$ cat config.mk
export PLATFORM = sky130hd
export DESIGN_NAME = mul_accumulator
export DESIGN_NICKNAME = d
export VERILOG_FILES = /design/src/rtl/mul_pkg.sv /design/src/rtl/mul_accumulator_sat_add.sv /design/src/rtl/mul_accumulator.sv
export SDC_FILE = /design/constraint.sdc
export NUM_CORES = 1
export LEC_CHECK = 0
export ABC_AREA = 1
export CAP_MARGIN = 40
export CORE_MARGIN = 4
export CORE_UTILIZATION = 52
export DETAILED_ROUTE_END_ITERATION = 8
export PLACE_DENSITY = 0.78
export SYNTH_ARGS = -nofsm -noshare
export SYNTH_HDL_FRONTEND = slang
export SYNTH_SLANG_ARGS = --single-unit
$ cat constraint.sdc
create_clock -name clk -period 2.2 [get_ports clk]
set_clock_uncertainty 0.2 [all_clocks]
set_input_delay 0.33 -clock clk [delete_from_list [all_inputs] [get_ports clk]]
set_output_delay 0.33 -clock clk [all_outputs]
set_load 0.005 [all_outputs]
$ cat src/rtl/mul_pkg.sv
// Shared constants and helpers for the multiply path: product width, default
// accumulator/counter widths and the saturation rails for a given width.
package mul_pkg;

  localparam int PROD_W    = 16;
  localparam int ACC_W_DEF = 32;
  localparam int CNT_W_DEF = 8;

  typedef enum logic {
    SLOT_EMPTY = 1'b0,
    SLOT_FULL  = 1'b1
  } slot_state_t;

  // Rails are returned at 64 bits; callers narrow them to their own width.
  function automatic logic signed [63:0] acc_max(input int w);
    return (64'sd1 <<< (w - 1)) - 64'sd1;
  endfunction

  function automatic logic signed [63:0] acc_min(input int w);
    return -(64'sd1 <<< (w - 1));
  endfunction

endpackage

$ cat src/rtl/mul_accumulator_sat_add.sv
// Combinational saturating add of a sign-extended 16-bit product onto an
// ACC_W-bit signed accumulator; ovf flags that the result was clamped.
module sat_add
  import mul_pkg::*;
#(
  parameter int ACC_W = ACC_W_DEF
) (
  input  logic signed [ACC_W-1:0]  a,
  input  logic signed [PROD_W-1:0] b,
  output logic signed [ACC_W-1:0]  sum,
  output logic                     ovf
);

  localparam logic signed [ACC_W:0]   MAX_EXT = (ACC_W + 1)'(acc_max(ACC_W));
  localparam logic signed [ACC_W:0]   MIN_EXT = (ACC_W + 1)'(acc_min(ACC_W));
  localparam logic signed [ACC_W-1:0] MAX_V   = ACC_W'(acc_max(ACC_W));
  localparam logic signed [ACC_W-1:0] MIN_V   = ACC_W'(acc_min(ACC_W));

  logic signed [ACC_W:0] a_ext;
  logic signed [ACC_W:0] b_ext;
  logic signed [ACC_W:0] s;

  // One guard bit is enough: a 16-bit addend can overshoot a rail by < 2^15.
  assign a_ext = {a[ACC_W-1], a};
  assign b_ext = {{(ACC_W + 1 - PROD_W){b[PROD_W-1]}}, b};
  assign s     = a_ext + b_ext;

  always_comb begin
    sum = s[ACC_W-1:0];
    ovf = 1'b0;
    if (s > MAX_EXT) begin
      sum = MAX_V;
      ovf = 1'b1;
    end else if (s < MIN_EXT) begin
      sum = MIN_V;
      ovf = 1'b1;
    end
  end

endmodule

$ cat src/rtl/mul_accumulator.sv
// Saturating multiply-accumulate back end: sums a stream of signed products per
// group and presents {sum, count, sat} in a single registered output slot.
module mul_accumulator
  import mul_pkg::*;
#(
  parameter int ACC_W = ACC_W_DEF,
  parameter int CNT_W = CNT_W_DEF
) (
  input  logic                     clk,
  input  logic                     rst,
  input  logic                     in_valid,
  output logic                     in_ready,
  input  logic signed [PROD_W-1:0] in_data,
  input  logic                     in_last,
  output logic                     out_valid,
  input  logic                     out_ready,
  output logic signed [ACC_W-1:0]  out_data,
  output logic [CNT_W-1:0]         out_count,
  output logic                     out_sat,
  output slot_state_t              slot_state
);

  // Handshake: a beat moves on a channel in any cycle where valid & ready are
  // both high at the rising edge. in_ready depends only on the slot state and
  // out_ready, never on in_valid; out_valid/out_* are registered and held
  // stable while out_valid is high and out_ready is low.

  slot_state_t slot_q, slot_d;

  logic signed [ACC_W-1:0] acc;
  logic [CNT_W-1:0]        cnt;
  logic                    sat;

  logic signed [ACC_W-1:0] sum;
  logic                    ovf;
  logic [CNT_W-1:0]        cnt_inc;
  logic                    accept;
  logic                    last_accept;
  logic                    out_xfer;

  sat_add #(.ACC_W(ACC_W)) u_sat_add (
    .a   (acc),
    .b   (in_data),
    .sum (sum),
    .ovf (ovf)
  );

  assign out_valid   = (slot_q == SLOT_FULL);
  assign in_ready    = !out_valid || out_ready;
  assign accept      = in_valid && in_ready;
  assign last_accept = accept && in_last;
  assign out_xfer    = out_valid && out_ready;
  assign cnt_inc     = (&cnt) ? cnt : cnt + 1'b1;
  assign slot_state  = slot_q;

  always_ff @(posedge clk) begin
    if (rst) slot_q <= SLOT_EMPTY;
    else     slot_q <= slot_d;
  end

  always_comb begin
    slot_d = slot_q;
    case (slot_q)
      SLOT_EMPTY: if (last_accept) slot_d = SLOT_FULL;
      SLOT_FULL:  if (out_xfer && !last_accept) slot_d = SLOT_EMPTY;
      default:    slot_d = SLOT_EMPTY;
    endcase
  end

  always_ff @(posedge clk) begin
    if (rst) begin
      acc       <= '0;
      cnt       <= '0;
      sat       <= 1'b0;
      out_data  <= '0;
      out_count <= '0;
      out_sat   <= 1'b0;
    end else if (accept) begin
      if (in_last) begin
        // Close the group into the slot and start the next one from zero.
        out_data  <= sum;
        out_count <= cnt_inc;
        out_sat   <= sat | ovf;
        acc       <= '0;
        cnt       <= '0;
        sat       <= 1'b0;
      end else begin
        acc <= sum;
        cnt <= cnt_inc;
        sat <= sat | ovf;
      end
    end
  end

endmodule

# Word level (Yosys, flattened, before mapping)
# Cells that the tools add are included.
# totals
ff_bits	83
out_inout_bits	44
# op_classes
n_reduce_logical	9
n_mux	11
n_bitwise	2
n_lt_le_gt_ge	2
add_sub_neg	2
# ops
operator	n
32-bit two-way mux	3
32-bit by 16-bit adder with 33-bit output	1
33-bit by 32-bit greater-than comparator with 1-bit output (second input constant)	1
33-bit by 32-bit less-than comparator with 1-bit output (second input constant)	1
8-bit two-way mux	2
8-bit by 1-bit adder with 8-bit output (second input constant)	1
8-bit AND reduction	1
1-bit two-way mux	5
1-bit logical AND	4
1-bit zero test	2
1-bit case mux with 2 select lines	1
2-bit AND reduction	1
1-bit logical OR	1
1-bit NOT	1
1-bit OR	1

# Longest topological paths before layout
# depth
ltp_word	8
ltp_mapped	20
ltp_nobuf	19

# Modules after synthesis
# Synthesis repeated with hierarchy kept, for this count alone.
# hier_totals
hier_cells	948
area_unflattened_um2	5685.5
# by_module_without_submodules
module	cells_per_inst	seq_area_each_um2	instances	area_per_inst_um2
mul_accumulator	412	1661.6	1	3106.7
sat_add	536	0.0	1	2578.7

# Least setup slack after synthesis
# No wires, ideal clock.
# synth_path
path_type	input to register
from	input port in_data[0]
to	register acc[16]
setup_slack_ns	-0.149
stages	20
t_arrival_ns	2.017
t_required_ns	1.868
path_buffers	1
cell_sequence	ha_1 -> inv_1 -> fa_1 -> inv_1 -> nand2_1 -> nand2_1 -> nand3_1 -> nand2_2 -> nand2_1 -> nand2_2 -> nand2_2 -> nand2_2 -> nand2_1 -> nand2_2 -> nand2_4 -> buf_6 -> nand2_2 -> nand2_1 -> nand2_1 -> a21oi_1
# synth_between
elab_chain_len	5
elab_cells_between_ends	6
# synth_rtl
element	line	text
start: declaration	mul_accumulator.sv:13	input logic signed [PROD_W-1:0] in_data,
32-bit by 16-bit adder with 33-bit output (*)	mul_accumulator_sat_add.sv:26	assign s = a_ext + b_ext;
33-bit by 32-bit less-than comparator with 1-bit output	mul_accumulator_sat_add.sv:34	end else if (s < MIN_EXT) begin
32-bit two-way mux	mul_accumulator_sat_add.sv:34	
32-bit two-way mux (*)	mul_accumulator_sat_add.sv:31	if (s > MAX_EXT) begin
32-bit two-way mux (*)	mul_accumulator.sv:79	if (in_last) begin
end signal: assignment	mul_accumulator.sv:88	acc <= sum;
end: declaration	mul_accumulator.sv:30	logic signed [ACC_W-1:0] acc;
# Every way passes the cells marked *; elsewhere a longest branch is shown, timed or not.
# A chain may end at the register's enable or synchronous reset.

# Worst setup path in the final report
# layout_path
from	input port in_data[1]
to	register acc[10]
# The elaborated chain is that of the path after synthesis.

==> impl_metrics.toml <==
[drt]
firstDrtPassIters = 5
num_vias = 6646
drt_iter0_markers = 629
drt_wl_total_um = 19500
vias_per_cell = 5.33
post_drt_wl_per_cell_um = 15.6
drtAntennaViolNets = 0
drc_errors = 0

[finish]
area_delta_synth_final_pct = 50.0
seq_area_sq_mm = 0.00167
mostFrequentLayoutCell = "nand2_1"
fin_util = 0.810
fill_cells = 649
layout_common_cells = "350 x nand2_1, 116 x buf_4, 112 x inv_1"
multi_input_area_sq_mm = 0.00413
n_antenna_cell = 0
drive_gt1_frac = 0.302
fin_nets = 1161

[floorplan]
die-area_sq_mm = 0.0125
core_area_sq_mm = 0.0104
io_pins = 65
row_count = 37
fp.dieH_um = 112
fp.dieW_um = 112
start_util = 0.540

[synth]
synth_edf_count = 0
synth_cells = 927
ys.flop_type = "dfxtp_1"
ys_ff_latch = 83
ys_warn_count = 0
ys_types = 32
synth_area_sq_mm = 0.00563
avgSynthCellArea_sq_um = 6.07
synth_seq_area_share = 0.295
async_flop_share = 0
synth_nets = 982

[critical_path]
r2r_cells = 19
r2r_start = "acc[0]"
crit_slowest_cell = "clkdlybuf4s50_1"
crit_top_cell = "nand2_2"
rr_endpoint = "acc[10]"
crit_path_start = "in_data[1]"
cp-start-kind = "input pin"
endpoint = "acc[10]"
critPathRequiredTime_ns = 2.32
crit_path_cell_trace = "clkdlybuf4s50_1 > inv_1 > fa_2 > inv_2 > nand2_2 > nand2_2 > nand3_2 > nand2_2 > nand2_2 > nand2_4 > nand2_4 > nand3_2 > nand2_2 > nand2_4 > clkbuf_16 > nand2_1 > nand2_1 > nand2_1 > a21oi_1"
max_stage_delay_ns = 0.52
crit_arrival_ns = 2.73
path_class = "input pin to flip-flop"
rrSetupSlack_ns = -0.38
crit_fanout = 7
cp-end-kind = "flip-flop"

[global_route]
grt_pass1_vias = 6033
grt_overflow = 0
grt_usage = 0.268
grt_pass1_wl_um = 27900
antenna_found_initial = 0
grt_max_degree = 43

[timing]
setup_violations = 65
tns_ns = -22.92
finalCritPeriodShare = 1.19
final_hold_viol_count = 0
fmax_ghz = 0.382
worst_pin_slew_ns = 0.362
rsz0062_at_grt = "true"
min_period_ns = 2.62
slew_headroom = 0.759
fin_ws_ns = -0.416
finalMaxSlewViolations = 0

[status]
status = "complete, but fails checks"
violations = "setup timing"

[clock_network]
cts_tree = "yes"
clk_pin_slew_worst_paths_ns = 0.09
cts_buffer_depth = 2
cts-root-buf = "clkbuf_8"
hold_buffers = 0
cts_sinks = 83
cts_buffers = 9
clock_latency_ns = 0.38
ctsHtreeMaxLevel = 3

[min_path]
holdCritPathClass = "flip-flop to flip-flop"

[run]
cap_viol_max_count = 0

[pwr]
power_mw = 4.96
power.density_mw_per_mm2 = 587
vdd_ir_drop_max_v = 0.000488
leakage_nw = 4.26

[placed_design]
dp_hpwl_um = 12400
place_congestion = 0.955
portBuffers = 64
[through the flow]
step	hold WS, ns	instances	setup slack (ns)	cell area [sq um]
floorplan	0.248	927	-0.0821	5650
global placement	0.236	1220	-0.832	7290
detailed placement	0.238	1220	-0.907	7290
CTS	0.255	1240	-0.278	7770
global route	0.279	1247	-0.464	8440
finish	0.247	1247	-0.416	8440
[where the power goes]
part / switching, mW / total, mW / internal [mW]
combinational: 1.06 / 1.99 / 0.931
sequential: 0.0794 / 1.69 / 1.61
clock: 0.636 / 1.28 / 0.647
[worst min path at each step]
| stage | from | end | slack [ns] | depth (start not counted) |
|---|---|---|---|---|
| 2_1_floorplan | out_data[0] | out_data[0] | 0.25 | 2 |
| 5_1_grt | out_data[20] | out_data[20] | 0.28 | 2 |
| 3_5_place_dp | out_data[4] | out_data[4] | 0.24 | 2 |
| 4_1_cts | out_data[4] | out_data[4] | 0.26 | 2 |
| 3_3_place_gp | out_data[9] | out_data[9] | 0.24 | 2 |
| 6_report | out_data[4] | out_data[4] | 0.25 | 2 |
[worst max-delay path, delay by kind of cell]
family | cells | cell delay, ns
buffers and inverters | 4 | 0.89
AO/OA/AOI/OAI | 1 | 0.14
AND/OR/NAND/NOR | 13 | 1.00
adder cells (fa/ha/maj) | 1 | 0.38
[kinds of logic after synthesis]
logic type      Yosys count  synth area share
compound gates           91            0.0987
xor+xnor                 19            0.0296
fa+ha+maj                34            0.0769
buf+inv                 143             0.105
flops                    83             0.295
simple gates            557             0.395
[synth_stat cells, types with 2 or more instances]
library cell	number	share of area
inv_1	114	0.076
xnor2_1	5	0.0078
o21ai_0	9	0.0080
a21oi_4	4	0.012
a22o_1	5	0.0078
xor2_1	14	0.022
or2_1	2	0.0022
buf_2	3	0.0027
buf_6	5	0.010
o21bai_1	8	0.011
o21a_1	2	0.0027
nor3_1	3	0.0027
nand4_1	2	0.0022
a21oi_1	59	0.052
buf_4	3	0.0040
buf_1	3	0.0020
clkbuf_1	14	0.0093
dfxtp_1	83	0.30
ha_1	33	0.073
nand2_1	436	0.29
nand2_2	23	0.026
nand3_1	34	0.030
a2bb2oi_1	2	0.0031
nor2_1	53	0.035
[state kept, by name, indices dropped and copies added, names as in the netlist]
signal / count
acc: 32
out_data: 32
cnt: 8
out_count: 8
out_sat: 1
out_valid: 1
sat: 1
[final cells by class]
type	instances	area share
multi-input cells	701	0.489
inverters	115	0.0511
well taps	136	0.0202
repair buffers	196	0.215
clock inverters	7	0.0117
clock buffers	9	0.0147
flip-flops and latches	83	0.198
[layer usage]
metal	GRT usage	wire, um
met2	0.475	9550
met1	0.327	7560
met3	0.0372	1280
met4	0.111	1100
met5	0	0
[what timing repair did]
item,CTS,global route
pin swaps,5,33
setup buffers,3,4
endpoints found under the setup margin,66,68
resized for setup,46,142
cloned,1,3
(Power assumes the default switching activity.)
==> edit 1 (same flow settings) <==
Make the reset (`rst`) asynchronous in 2 clocked blocks.
--- a/src/rtl/mul_accumulator.sv
+++ b/src/rtl/mul_accumulator.sv
@@ -53,7 +53,7 @@
   assign cnt_inc     = (&cnt) ? cnt : cnt + 1'b1;
   assign slot_state  = slot_q;
 
-  always_ff @(posedge clk) begin
+  always_ff @(posedge clk or posedge rst) begin
     if (rst) slot_q <= SLOT_EMPTY;
     else     slot_q <= slot_d;
   end
@@ -67,7 +67,7 @@
     endcase
   end
 
-  always_ff @(posedge clk) begin
+  always_ff @(posedge clk or posedge rst) begin
     if (rst) begin
       acc       <= '0;
       cnt       <= '0;
Behaviour: differs if rst is asserted again (counterexample within 4 cycles, from zero or initial values and one cycle with rst high); with rst held inactive, the same outputs for 4 cycles.
==> edit 1 against the original RTL <==
The flow still finishes with violations (setup timing); count of clock-buffer cells in the layout rose by 1; first-iteration DRC count down 11%; worst setup slack worse by 35 ps; die area grew 7.2%; sequential cell count is the same; synthesized area rose by 7.8%; cell area rose by 1.9%; wire length is 4.2% lower.
Power is not compared: it rests on default switching activity, and its combinational part moved more than twofold at a synthesized area within 25%.
==> edit 1: results (changes against the original RTL) <==
| Metric | Value |
|---|---|
| Outcome | finished with violations (unchanged) |
| Failing checks | setup timing (unchanged) |
| First-pass GRT wire length | 28,880 um (was 27,860 um) |
| Placer Congestion | 0.9486 (was 0.9548) |
| Final Hold Slack | 205.2 ps (was 246.7 ps) |
| Vias after detailed routing | 6,456 (was 6,646) |
| DPL Wire Length | 12,810 um (was 12,370 um) |
| Critical R2R Capture | out_data[8]$_DFFE_PP0P_ (was acc[10]$_SDFFE_PP0P_) |
| Worst EP arrival | 2690 ps (was 2730 ps) |
| Dpl ws | -796.6 ps (was -907.4 ps) |
| Vias in the first global route | 6,264 (was 6,033) |
| Post-CTS Setup Bufs | 1 (was 3) |
| Adder-cell share of the synthesized area | 7.138% (was 7.694%) |
| Top cells by area in the synthesized netlist | dfrtp_1 34%, nand2_1 27%, inv_1 7.5%, ha_1 6.8%, nand2_2 5.6% (was dfxtp_1 30%, nand2_1 29%, inv_1 7.6%, ha_1 7.3%, a21oi_1 5.2%) |
| R2R Setup Slk | -440 ps (was -380 ps) |
| Worst-margin pin slew | 535.3 ps (was 361.7 ps) |
| GR Layer Usage met3 | 4.804% (was 3.720%) |
| Sequential cell area | 2077 um2 (was 1668 um2) |
| HP Class | input pin to asynchronous set/reset pin (was flip-flop to flip-flop) |
| CTS resizes | 57 (was 46) |
| Syn Nets | 978 (was 982) |
| Mapped Cells | 923 (was 927) |
| Setup ws final | -450.7 ps (was -415.7 ps) |
| WL per Instance | 14.82 um (was 15.63 um) |
| Signal buf overhead | 21.39% (was 21.54%) |
| Wl on met1 | 7547 um (was 7564 um) |
| Asr flop ratio synth | 100.0% (was 0%) |
| Share of cells above drive strength 1 | 25.87% (was 30.24%) |
| Crit Path Max Fanout | 9 (was 7) |
| Finish-stage setup viols | 66 (was 65) |
==> edit 1: how the worst max path moves through the flow <==
stage                                   from                        to  slack [ps]
after floorplan           acc[0]$_DFFE_PP0P_   out_data[5]$_DFFE_PP0P_         -90
after global placement            in_data[0]       acc[30]$_DFFE_PP0P_        -740
after detailed placement         in_data[15]  out_data[20]$_DFFE_PP0P_        -800
after CTS                 acc[0]$_DFFE_PP0P_       acc[14]$_DFFE_PP0P_        -360
after global routing      acc[0]$_DFFE_PP0P_        acc[9]$_DFFE_PP0P_        -580
final                            in_data[15]   out_data[8]$_DFFE_PP0P_        -450
==> edit 1: logic make-up (layout without fill, tap and decap cells) <==
family | after synthesis | in the layout
AND/OR/NAND/NOR | 581 | 581
buffers and inverters | 144 | 338
flip-flops | 83 | 83
AO/OA/AOI/OAI | 63 | 63
adder cells (fa/ha/maj) | 34 | 34
XOR/XNOR | 18 | 18
==> edit 2 (same flow settings) <==
Without the edit above. `CNT_W_DEF`: 8 -> 9.
--- a/src/rtl/mul_pkg.sv
+++ b/src/rtl/mul_pkg.sv
@@ -4,7 +4,7 @@
 
   localparam int PROD_W    = 16;
   localparam int ACC_W_DEF = 32;
-  localparam int CNT_W_DEF = 8;
+  localparam int CNT_W_DEF = 9;
 
   typedef enum logic {
     SLOT_EMPTY = 1'b0,
Ports: changed (resized out_count); port bits go from 65 to 66. No check against the original RTL was run, so the function may have changed too.
==> edit 2 against the original RTL <==
The run still ends with setup timing left; non-clock buffer count up 10; cell count up 1.5%; sequential cell count up 2; global-route usage up 0.91 points; power up 12%; die area up 6.6%; synthesized cell count unchanged; synthesized area up 7.1%; register-to-register slack worse by 80 ps; cell area up 6.2%; wire length up 2.0%; worst setup slack worse by 44 ps; largest cell class unchanged.
==> edit 2: results (changes against the original RTL) <==
| Metric | Value |
|---|---|
| Count of different cell masters after synthesis | 36 (was 32) |
| Largest regs | acc (32), out_data (32) (unchanged) |
| Worst EP arrival | 2680 ps (was 2730 ps) |
| Clock-pin slew on the worst setup and hold paths | 80 ps |
| Failing checks | setup timing (unchanged) |
| Clk_lat worst skew | 370 ps |
| Placer Congestion | 0.9262 (was 0.9548) |
| 1st-pass router iterations | 6 (was 5) |
| Root Buffer | clkbuf_16 (was clkbuf_8) |
| Hold Startpoint | rst (was out_data[4]$_SDFFE_PP0P_) |
| Number of diodes | 0 (unchanged) |
| Commonest cells post-synth | 359 x nand2_1, 108 x inv_1, 93 x nand2_2 (was 436 x nand2_1, 114 x inv_1, 83 x dfxtp_1) |
| Post-synthesis sequential area ratio | 28.24% (was 29.53%) |
| Share of cells above drive strength 1 | 35.17% (was 30.24%) |
| Aggregate global-route resource usage | 27.74% (was 26.84%) |
| Setup TNS Final | -23,160 ps (was -22,920 ps) |
| Finish-stage setup viols | 66 (was 65) |
| HP Class | input pin to flip-flop (was flip-flop to flip-flop) |
| Crit Path Max Fanout | 7 (unchanged) |
| Vias in the first global route | 6,406 (was 6,033) |
| Dpl ws | -924.6 ps (was -907.4 ps) |
| Worst reg2reg path depth | 21 (was 19) |
| DPL Wire Length | 12,520 um (was 12,370 um) |
| Setup crit start | acc[0]$_SDFFE_PP0P_ (was in_data[1]) |
| Placed cells | 1,231 (was 1,220) |
| Synthesis Warnings | 0 (unchanged) |
| Syn Nets | 982 (unchanged) |
| Critical R2R Capture | acc[16]$_SDFFE_PP0P_ (was acc[10]$_SDFFE_PP0P_) |
| Post-DP Area | 7662 um2 (was 7292 um2) |
| P_leak | 0.004416 uW (was 0.004262 uW) |
| Relative slew margins | 55.77% (was 75.88%) |
| Vias after detailed routing | 6,679 (was 6,646) |
| Initial DRC count | 498 (was 629) |
| WL per Instance | 15.71 um (was 15.63 um) |
| Post-synth top flop | dfxtp_1 (unchanged) |
| IO buf count | 65 (was 64) |
| Max clock buf depth | 2 (unchanged) |
| Top cells by area in the synthesized netlist | dfxtp_1 28%, nand2_1 22%, nand2_2 9.7%, ha_1 6.9%, inv_1 6.7% (was dfxtp_1 30%, nand2_1 29%, inv_1 7.6%, ha_1 7.3%, a21oi_1 5.2%) |
| Initial antenna violation count | 0 (unchanged) |
| Num CTS Buffers | 9 (unchanged) |
| Setup ws final | -459.5 ps (was -415.7 ps) |
| Crit. End Element | flip-flop (unchanged) |
| Largest net degree at the start of global routing | 41 (was 43) |
| Routed WL | 19,890 um (was 19,490 um) |
| First-pass GRT wire length | 29,330 um (was 27,860 um) |
| Mean post-synth cell area | 6.500 um2 (was 6.070 um2) |
| H-tree Lvls | 3 (unchanged) |
| Asr flop ratio synth | 0% (unchanged) |
| Outcome | finished with violations (unchanged) |
| Worst VDD drop | 0.5744 mV (was 0.4883 mV) |
-- edit 2: cell count changes after synthesis, moves of 3 or more --
cell and delta:
a21oi_1 -20, a21oi_2 +28, buf_1 -3, buf_12 +3
buf_2 -3, clkbuf_1 -3, inv_1 -6, nand2_1 -77
nand2_2 +70, nand3_1 -6, o21ai_0 +8, or2_2 +3
-- edit 2: per-layer routing --
| layer | share of wire, % | vias to the layer above | track usage, % | routed length, um |
|---|---|---|---|---|
| met5 | 0 | - | 0 | 0 |
| met3 | 6.0 | 82 | 5.744 | 1196 |
| met4 | 4.4 | 0 | 11.76 | 871 |
| li1 | - | 3243 | - | - |
| met1 | 41 | 3108 | 33.55 | 8070 |
| met2 | 49 | 246 | 47.88 | 9751 |
-- edit 2: where the power goes --
| part | internal, uW | total, uW | switching, uW |
|---|---|---|---|
| clock | 911 | 1630 | 718 |
| sequential | 1640 | 1710 | 72.4 |
| combinational | 1050 | 2230 | 1180 |
-- edit 2: how the worst min path moves through the flow --
stage / slack, ps / depth (start not counted) / to
6_report: 130 / 4 / out_valid$_SDFF_PP0_
4_1_cts: 110 / 4 / out_valid$_SDFF_PP0_
3_5_place_dp: 240 / 2 / out_data[7]$_SDFFE_PP0P_
5_1_grt: 190 / 4 / out_valid$_SDFF_PP0_
2_1_floorplan: 250 / 2 / out_data[0]$_SDFFE_PP0P_
3_3_place_gp: 230 / 2 / out_data[13]$_SDFFE_PP0P_
-- edit 2: cell type report --
cell class	instances	area [um2]
inverters	111	419.2
well taps	143	178.9
clock inverters	7	90.09
flip-flops and latches	85	1707
multi-input cells	705	4390
repair buffers	206	1949
clock buffers	9	225.2
fillers	728	2410
-- edit 2: cell families after synthesis --
kind of cell | share of synthesized area [%]
buffers and inverters | 10.69
AO/OA/AOI/OAI | 11.28
XOR/XNOR | 2.762
adder cells (fa/ha/maj) | 7.184
flip-flops | 28.24
AND/OR/NAND/NOR | 39.85
-- edit 2: critical path: stages, from the launching register on --
cell and delay, ps:
dfxtp_2 350, ha_4 130, inv_2 30, fa_2 360, inv_2 80, nand2_2 50, nand2_2 60, nand3_2 60
nand2_2 90, nand2_1 60, nand2_2 80, nand2_2 70, nand2_2 80, nand2_2 60, nand2_2 90, nand2_4 100
buf_12 140, buf_12 140, nand2_4 70, nand2_4 50, nand2_2 60, a21oi_2 60
-- edit 2: timing repair --
item	in CTS	in global routing
pin swaps	10	18
buffers inserted	11	4
hold buffers	0	0
endpoints found under the setup margin	66	75
resized for setup	56	106
gates cloned	4	2
endpoints found under the hold margin	0	0
